$ cat src/rtl/attention_tile_sequencer.sv
// Job-level controller for a weight-stationary systolic array: accepts tile jobs,
// loads weights only when the resident tile differs, streams, then reports completion.
module attention_tile_sequencer #(
  parameter int N     = 4,
  parameter int ID_W  = 4,
  parameter int CNT_W = $clog2(3*N+3)
) (
  input  logic                 clk,
  input  logic                 reset,
  input  logic                 job_valid,
  output logic                 job_ready,
  input  logic [ID_W-1:0]      job_weight_id,
  input  logic                 flush,
  output logic                 weight_load_enable,
  output logic [$clog2(N)-1:0] weight_row,
  output logic                 do_process,
  output logic [CNT_W-1:0]     stream_count,
  output logic                 capture_en,
  output logic                 done_valid,
  input  logic                 done_ready,
  output logic [ID_W-1:0]      done_weight_id,
  output logic                 busy,
  output logic [15:0]          jobs_done
);
  localparam int ROW_W = $clog2(N);
  localparam logic [CNT_W-1:0] LAST_ROW  = CNT_W'(N-1);
  localparam logic [CNT_W-1:0] LAST_PROC = CNT_W'(3*N+2);
  localparam logic [CNT_W-1:0] CAP_LO    = CNT_W'(N+2);
  localparam logic [CNT_W-1:0] CAP_HI    = CNT_W'(3*N);

  typedef enum logic [1:0] {IDLE, LOAD, PROC, DONE} state_t;

  state_t            state_q, state_d;
  logic [CNT_W-1:0]  cnt_q, cnt_d;
  logic [ID_W-1:0]   id_q, id_d;
  logic              res_valid_q, res_valid_d;
  logic [ID_W-1:0]   res_id_q, res_id_d;
  logic [15:0]       jobs_done_q, jobs_done_d;

  logic              job_ready_c, wle_c, proc_c, cap_c, done_valid_c;
  logic [ROW_W-1:0]  row_c;
  logic [CNT_W-1:0]  sc_c;
  logic [ID_W-1:0]   dwid_c;

  // Handshakes: a job transfers on an edge where job_valid && job_ready; a completion
  // transfers on an edge where done_valid && done_ready. done_valid holds until taken.
  always_comb begin
    state_d      = state_q;
    cnt_d        = cnt_q;
    id_d         = id_q;
    res_valid_d  = res_valid_q;
    res_id_d     = res_id_q;
    jobs_done_d  = jobs_done_q;
    job_ready_c  = 1'b0;
    wle_c        = 1'b0;
    row_c        = '0;
    proc_c       = 1'b0;
    sc_c         = '0;
    cap_c        = 1'b0;
    done_valid_c = 1'b0;
    dwid_c       = '0;
    case (state_q)
      IDLE: begin
        job_ready_c = 1'b1;
        if (job_valid) begin
          id_d  = job_weight_id;
          cnt_d = '0;
          // A flush on the accept edge invalidates residency, so it cannot be a hit.
          if (res_valid_q && !flush && (job_weight_id == res_id_q)) state_d = PROC;
          else                                                      state_d = LOAD;
        end
      end
      LOAD: begin
        wle_c = 1'b1;
        row_c = cnt_q[ROW_W-1:0];
        if (cnt_q == LAST_ROW) begin
          res_id_d    = id_q;
          res_valid_d = 1'b1;
          cnt_d       = '0;
          state_d     = PROC;
        end else begin
          cnt_d = cnt_q + 1'b1;
        end
      end
      PROC: begin
        proc_c = 1'b1;
        sc_c   = cnt_q;
        cap_c  = (cnt_q >= CAP_LO) && (cnt_q <= CAP_HI);
        if (cnt_q == LAST_PROC) begin
          cnt_d   = '0;
          state_d = DONE;
        end else begin
          cnt_d = cnt_q + 1'b1;
        end
      end
      DONE: begin
        done_valid_c = 1'b1;
        dwid_c       = id_q;
        if (done_ready) begin
          jobs_done_d = jobs_done_q + 16'd1;
          state_d     = IDLE;
        end
      end
      default: state_d = IDLE;
    endcase
    if (flush) res_valid_d = 1'b0;
  end

  always_ff @(posedge clk) begin
    if (!reset) begin
      state_q     <= IDLE;
      cnt_q       <= '0;
      id_q        <= '0;
      res_valid_q <= 1'b0;
      res_id_q    <= '0;
      jobs_done_q <= '0;
    end else begin
      state_q     <= state_d;
      cnt_q       <= cnt_d;
      id_q        <= id_d;
      res_valid_q <= res_valid_d;
      res_id_q    <= res_id_d;
      jobs_done_q <= jobs_done_d;
    end
  end

  // Outputs are forced low while reset is asserted, before the first reset edge too.
  assign job_ready          = reset & job_ready_c;
  assign weight_load_enable = reset & wle_c;
  assign weight_row         = reset ? row_c : '0;
  assign do_process         = reset & proc_c;
  assign stream_count       = reset ? sc_c : '0;
  assign capture_en         = reset & cap_c;
  assign done_valid         = reset & done_valid_c;
  assign done_weight_id     = reset ? dwid_c : '0;
  assign busy               = reset & (state_q != IDLE);
  assign jobs_done          = reset ? jobs_done_q : '0;
endmodule
$ cat config.mk
export PLATFORM = sky130hd
export DESIGN_NAME = attention_tile_sequencer
export DESIGN_NICKNAME = d
export VERILOG_FILES = /design/src/rtl/attention_tile_sequencer.sv
export SDC_FILE = /design/constraint.sdc
export NUM_CORES = 1
export LEC_CHECK = 0
export CAP_MARGIN = 20
export CORE_AREA = 4 4 81 68
export CTS_CLUSTER_DIAMETER = 80
export DETAILED_ROUTE_END_ITERATION = 10
export DIE_AREA = 0 0 85 72
export DONT_BUFFER_PORTS = 1
export GPL_ROUTABILITY_DRIVEN = 1
export REMOVE_ABC_BUFFERS = 1
export SLEW_MARGIN = 20
export SYNTH_ARGS = -nofsm -noshare
export SYNTH_HDL_FRONTEND = slang
export SYNTH_SLANG_ARGS = --single-unit
$ cat constraint.sdc
create_clock -name clk -period 4.1 [get_ports clk]
set_clock_uncertainty 0.15 [all_clocks]
set_input_delay 0.205 -clock clk [delete_from_list [all_inputs] [get_ports clk]]
set_output_delay 0.205 -clock clk [all_outputs]
set_load 0.005 [all_outputs]
==> Yosys cells after proc, flatten, opt, wreduce, memory -nomap -nowiden <==
Index checks and enable logic that the tools add are counted.
{ "totals": {"regBits": 31, "latch_bits": 0, "mem_bits_rw": 0, "romBits": 0, "input_bits": 9, "out_inout_bits": 32, "n_memories": 0} }
{ "op_classes": {"addsub": 2, "n_mul": 0, "n_div": 0, "magnitude_cmp": 2, "eq_ne": 10, "shifts": 0, "mux": 22, "n_bitwise": 7, "n_reduce_logical": 13} }
{ "op_table": {"columns": ["op", "count"], "rows": [
  ["$mux 4", 7],
  ["$add 16x1->16 const B", 1],
  ["$mux 16", 1],
  ["$mux 2", 7],
  ["$pmux 4 s3", 1],
  ["$ne 2x2->1 const B", 4],
  ["$pmux 2 s4", 1],
  ["$reduce_and 2->1", 4],
  ["$and 1x1->1", 6],
  ["$mux 1", 5],
  ["$add 4x1->4 const B", 1],
  ["$eq 2x2->1 const B", 2],
  ["$eq 4x2->1 const B", 1],
  ["$eq 4x4->1", 1],
  ["$eq 4x4->1 const B", 1],
  ["$ge 4x3->1 const B", 1],
  ["$le 4x4->1 const B", 1],
  ["$reduce_and 4->1", 1],
  ["$logic_and 1x1->1", 3],
  ["$reduce_bool 3->1", 1],
  ["$eq 2x1->1 const B", 1],
  ["$logic_not 2->1", 1],
  ["$reduce_bool 2->1", 1],
  ["$reduce_or 2->1", 1],
  ["other kinds (2)", 2]
]} }

==> Depth between registers and ports, before layout <==
Gate-level depths: netlist (run 1).
{ "logic_depth": {"depth_word": 6, "ltp_mapped": 7, "depth_no_buf": 6} }

==> Least setup slack after synthesis (run 1) <==
Ideal clock, no wire load.
{ "synth_timing": {"path_kind": "register to register", "from": "register state_q[0]", "to": "register cnt_q[2]", "setup_time_ns": 0.122, "t_arrival_ns": 1.660, "slack_ns": 2.168, "stages_incl_launch_ff": 7, "path_buffers": 0, "period_less_slack_ns": 1.932, "cell_sequence": "dfxtp_1 inv_1 ha_1 or4b_4 nand4_2 nor3_1 a311o_1"} }
{ "synth_between": {"elab_chain_cells": 3} }
{ "synth_lines": {"columns": ["item", "line", "rtl"], "rows": [
  ["from (decl)", "33", "state_t state_q, state_d;"],
  ["from (signal assigned)", "118", "state_q <= state_d;"],
  ["$eq 2x2->1, or another cell as far along", "62", "case (state_q)"],
  ["$reduce_bool 3->1 (no line) / $ne 2x2->1 (equally long branches)", null, null],
  ["$reduce_and 2->1 (no line)", null, null],
  ["to (signal assigned)", "119", "cnt_q <= cnt_d;"],
  ["to (decl)", "34", "logic [CNT_W-1:0] cnt_q, cnt_d;"]
]} }
Several ways; a longest one is shown, not always the timed one.
A chain may end at the register's enable or synchronous reset.

==> Worst setup path in the final report (run 1) <==
{ "layout_timing": {"from": "register state_q[1]", "to": "register jobs_done_q[15]"} }
{ "layout_between": {"elab_chain_cells": 2} }
{ "layout_lines": {"columns": ["item", "line", "rtl"], "rows": [
  ["$eq 2x2->1", "62", null],
  ["$reduce_and 2->1 (no line)", null, null],
  ["to (signal assigned)", "123", "jobs_done_q <= jobs_done_d;"],
  ["to (decl)", "38", "logic [15:0] jobs_done_q, jobs_done_d;"]
]} }
Every way passes these cells.

==> results of run 1 <==
## through the flow
stage	total power [W]	instance area (sq um)
2_1_floorplan	0.000463	1760
3_3_place_gp	0.000500	1840
3_5_place_dp	0.000499	1840
4_1_cts	0.000750	2020
5_1_grt	0.000786	2020
6_report	0.000741	2020
## cell type report
class / count / area [sq um]
clock inverter: 1 / 5.00
timing repair buffer: 9 / 90.1
clock buffer: 6 / 82.6
inverter: 4 / 15.0
multi-input combinational: 165 / 1130
tap: 62 / 77.6
sequential: 31 / 621
fill: 479 / 2790
## worst reg2reg max path: stages, from the launching register on
cell and delay (ns):
dfxtp_1 0.39, ha_1 0.35, and4_1 0.32, nand4_1 0.26, or3_1 0.42, a21boi_1 0.13
## cell families after synthesis
family | count (synthesis) | synth area share
compound gates | 27 | 0.107
xor+xnor | 13 | 0.0624
fa+ha+maj | 7 | 0.0480
buf+inv | 15 | 0.0425
flops | 31 | 0.340
mux | 7 | 0.0398
simple gates | 111 | 0.360
## per-layer routing
metal	GRT usage	vias to the layer above	share of wire
li1	-	743	-
met1	0.179	663	0.49
met2	0.191	24	0.44
met3	0.0477	4	0.065
met4	0.0369	0	0.0078
met5	0	-	0
## registers in the layout (all words and copies together) (netlist names)
signal and cells:
res_valid_q 1, state_q 2, jobs_done_q 16, res_id_q 4
cnt_q 4, id_q 4
## where the power goes
group | switching (W) | total, W | internal, W
combinational | 0.0000975 | 0.000167 | 0.0000692
clock | 0.000107 | 0.000238 | 0.000131
sequential | 0.0000175 | 0.000336 | 0.000318
total | 0.000222 | 0.000741 | 0.000519
## worst paths after layout
| path | from | to | slack [ns] |
|---|---|---|---|
| setup / recovery | state_q[1] | jobs_done_q[15] | 2.01 |
| hold / removal | done_ready | jobs_done_q[1] | 0.03 |
| setup reg to reg | state_q[1] | jobs_done_q[15] | 2.01 |
| hold reg to reg | jobs_done_q[15] | jobs_done_q[15] | 0.33 |
## placed cells by master (no fill, tap or decap), types with 2 or more instances in the layout
cell / count
and2_1: 31
dfxtp_1: 31
nand2_1: 20
nand3_1: 11
xnor2_1: 11
and3_1: 10
dlygate4sd3_1: 9
nor2b_1: 7
ha_1: 7
nand4_1: 6
clkbuf_8: 6
a21boi_0: 5
mux2i_1: 5
o31ai_1: 5
inv_1: 4
nand2b_1: 4
nor2_1: 4
o21ai_0: 3
and4_1: 3
o21ai_1: 3
nor3_1: 3
a21oi_1: 2
mux2_1: 2
xor2_1: 2
and2b_2: 2
a21boi_1: 2
## repair_timing
action                                 CTS  global route
hold buffers                             9             0
setup endpoints to repair                0             0
gates resized for setup                  0             0
endpoints found under the hold margin   28             0
==> results.json, run 1 <==
{
  "drt_iter0_drc": 84,
  "rsz0062_at_grt": "no",
  "cts_sinks": 31,
  "start_util": 0.380,
  "crit_chain": "ha_1, and4_1, nand4_1, or3_1, a21boi_1",
  "io-pin-count": 41,
  "crit_slowest_cell": "or3_1",
  "ys_seq_elements": 31,
  "htreeDepth": 2,
  "post-route-util": 0.420,
  "fin_crit_ns": 2.09,
  "viasPerCell": 5.16,
  "layoutNonFillerInstCount": 278,
  "crit_type": "flip-flop to flip-flop",
  "num-nets-final": 232,
  "cp_max_fo": 10,
  "areaGrowthSynthToFinish_pct": 10.6,
  "grt_overflow": 0,
  "fin_hold_ws_ns": 0.0271,
  "cts_made_buffers": 5,
  "whs_path_depth": 3,
  "vias": 1434,
  "die_area_sq_um": 6120,
  "dp.final_hpwl_microns": 2650,
  "wl_microns": 3960,
  "grt_usage": 0.130,
  "grt_pass1_vias": 1274,
  "crit_arrival_ns": 2.14,
  "end_kind": "flip-flop",
  "first_pass_iters": 4,
  "hp-class": "primary input to flip-flop",
  "async_flop_share": 0,
  "slowest_delay_ns": 0.42,
  "synthFlopType": "dfxtp_1",
  "gp_congestion": 0.735,
  "synth-edff-count": 0,
  "grt_pass1_wl_microns": 6410,
  "tightest_slew_ns": 0.848,
  "netlist_area_sq_um": 1820,
  "fmax_ghz": 0.479,
  "pre_cts_slack_ns": 2.05,
  "core_area_sq_um": 4810,
  "clk_root_buffer_cell": "clkbuf_8",
  "post_drt_wl_per_cell_microns": 14.2,
  "ant_nets": 0,
  "maxSlewHeadroom": 0.433,
  "status": "finished clean",
  "syn_avg_cell_area_sq_um": 8.65,
  "post-cts-setup-buffers": 0,
  "irDropWorstVdd_uv": 202,
  "ctsLongestPathBuffers": 2,
  "dp.cells": 262,
  "p_per_area_nw_per_um2": 367,
  "setup_viol_count_final": 0,
  "hold_viol": 0,
  "cp.required_ns": 4.15,
  "die_h_microns": 72,
  "critPathBufInv": 0,
  "final_max_slew_viol_count": 0,
  "path_delay_family": "simple AND/OR/NAND/NOR gates",
  "yosys.area.top_type": "dfxtp_1",
  "portBuffers": 0,
  "drc": 0,
  "ys_types": 46,
  "cp-start-kind": "flip-flop",
  "rows": 23,
  "fin_tns_setup_ns": 0,
  "power.leakage_nw": 0.764,
  "synth_area_leaders": "dfxtp_1 (34%), and2_1 (11%), xnor2_1 (5.3%), ha_1 (4.8%), nand2_1 (4.1%)",
  "ys.warnings.count": 0,
  "synth_seq_area_share": 0.340,
  "worst-r2r-cell-count": 5,
  "setup_slack_ns": 2.01,
  "grt_max_degree": 40,
  "timing.final.crit_share": 0.509,
  "crit_cells": 5,
  "syn_inst": 211,
  "yosys.area.top_type_share": 0.340,
  "clk_latency_ns": 0.27,
  "synth_commonest_cells": "and2_1 (31), dfxtp_1 (31), nand2_1 (20)",
  "die_w_microns": 85,
  "antenna_found_initial": 0,
  "diodes": 0,
  "cts_tree": "built",
  "drv_cap": 0,
  "drive_gt1_frac": 0.0694,
  "clkTransAtPathRegs_ns": 0.06
}
Power figures use the tool's default switching activity.
==> run 2, diff against run 1 <==
Clock period 4.1 ns to 1.7 ns, I/O delays scaled along.
==> results.json, run 2 (synthesized netlist as in run 1, its figures left out) <==
{
  "status": "complete, but fails checks",
  "violations": "negative setup slack",
  "cp_max_fo": 4,
  "grt_max_degree": 39,
  "ctsLongestPathBuffers": 2,
  "fmax_ghz": 0.549,
  "regMostFlops": "jobs_done_q",
  "num-nets-final": 264,
  "tightest_slew_ns": 0.258,
  "portBuffers": 0,
  "maxSlewHeadroom": 0.823,
  "busiest_layer": "met2",
  "layout_commonest_cell": "and2_1",
  "gp_congestion": 0.800,
  "grt_pass1_wl_microns": 7230,
  "slowest_delay_ns": 0.55,
  "crit_arrival_ns": 1.86,
  "dp.final_hpwl_microns": 2950,
  "areaGrowthSynthToFinish_pct": 34.7,
  "setup_viol_count_final": 10,
  "setup_slack_ns": -0.122,
  "grt_pass1_vias": 1527,
  "whs_path_depth": 3,
  "die_w_microns": 85,
  "final_max_slew_viol_count": 0,
  "cts_tree": "built",
  "cts_sinks": 31,
  "rows": 23,
  "power.leakage_nw": 0.957,
  "grt_overflow": 0,
  "start_util": 0.380,
  "fin_crit_ns": 1.82,
  "grt_use_met2": 0.227,
  "cts_made_buffers": 5,
  "use_met1": 0.200,
  "crit_chain": "inv_2, ha_4, or4b_4, nand4_4, nor3_2, a311o_1",
  "diodes": 0,
  "drt_iter0_drc": 100,
  "hp-class": "primary input to flip-flop",
  "wl_microns": 4490,
  "post-route-util": 0.511,
  "fin_area_sq_um": 2460,
  "antenna_found_initial": 0,
  "drc": 0,
  "drv_cap": 0,
  "rsz0062_at_grt": "yes",
  "crit_type": "flip-flop to flip-flop",
  "drive_gt1_frac": 0.293,
  "cp.required_ns": 1.74,
  "p_per_area_nw_per_um2": 938,
  "vias": 1582,
  "post_drt_wl_per_cell_microns": 14.4,
  "final_cell_mix": "and2_1 (31), dfxtp_1 (27), buf_4 (26)",
  "largest_reg_flops": 16,
  "timing.final.crit_share": 1.07,
  "core_area_sq_um": 4810,
  "grt_usage": 0.148,
  "grt_use_met3": 0.0533,
  "irDropWorstVdd_uv": 702,
  "hold_viol": 0,
  "ant_nets": 0,
  "clkTransAtPathRegs_ns": 0.08,
  "crit_slowest_cell": "or4b_4",
  "htreeDepth": 2,
  "clk_latency_ns": 0.29,
  "io-pin-count": 41,
  "place_area_sq_um": 2040,
  "die_area_sq_um": 6120,
  "clk_root_buffer_cell": "clkbuf_8",
  "cp-start-kind": "flip-flop",
  "die_h_microns": 72,
  "end_kind": "flip-flop",
  "viasPerCell": 5.09,
  "worst-r2r-cell-count": 6,
  "first_pass_iters": 4
}
run 2: changes by cell type in the layout (fill, tap and decap cells not counted), sizes merged:
cell	before	now
bufinv	0	1
dlygate4sd3	9	8
buf	0	33
run 2: critical path, delay by kind of cell (launching register included):
kind                       cells  cell delay (ns)
adders and majority gates      1             0.15
and+or+nand+nor                3             0.72
AOI/OAI and AO/OA              1             0.31
buffers and inverters          1             0.05
DFF                            1             0.34
run 2: final timing paths:
check,to,startpoint,slack (ns)
setup / recovery,cnt_q[2],state_q[0],-0.12
hold / removal,cnt_q[2],job_valid,0.03
setup reg to reg,cnt_q[2],state_q[0],-0.12
hold reg to reg,id_q[0],id_q[0],0.33
run 2: area by class of cell:
cell class / count / area, sq um
fill: 441 / 2350
multi-input combinational: 165 / 1250
sequential: 31 / 628
timing repair buffer: 41 / 372
clock buffer: 6 / 82.6
tap: 62 / 77.6
clock inverter: 2 / 35.0
inverter: 4 / 15.0
run 2: layer usage:
metal / vias to the layer above / wire length [microns] / part of all wire
li1: 809 / - / -
met1: 730 / 2190 / 0.49
met2: 36 / 1980 / 0.44
met3: 7 / 263 / 0.059
met4: 0 / 54 / 0.012
met5: - / 0 / 0
run 2: timing repair:
item,CTS,global route
endpoints found under the hold margin,31,0
pin swaps,9,9
buffers inserted,1,4
setup endpoints to repair,10,18
gates resized for setup,19,19
hold buffers,9,0
run 2: power breakdown:
group	internal [W]	total [W]	switching, W
Clock	0.000474	0.000769	0.000294
Sequential	0.000774	0.000816	0.0000420
Combinational	0.000378	0.000719	0.000341
Total	0.00163	0.00230	0.000678
run 2: stage by stage:
stage	instances	TNS [ns]	power, W	setup slack, ns	hold slack, ns
3_5_place_dp	289	-0.754	0.00137	-0.166	0.0144
4_1_cts	307	-0.686	0.00225	-0.129	0.0291
2_1_floorplan	200	-0.779	0.00112	-0.232	0.0111
6_report	311	-0.589	0.00230	-0.122	0.0311
3_3_place_gp	289	-0.559	0.00136	-0.134	0.0135
5_1_grt	311	-1.52	0.00243	-0.200	0.0698
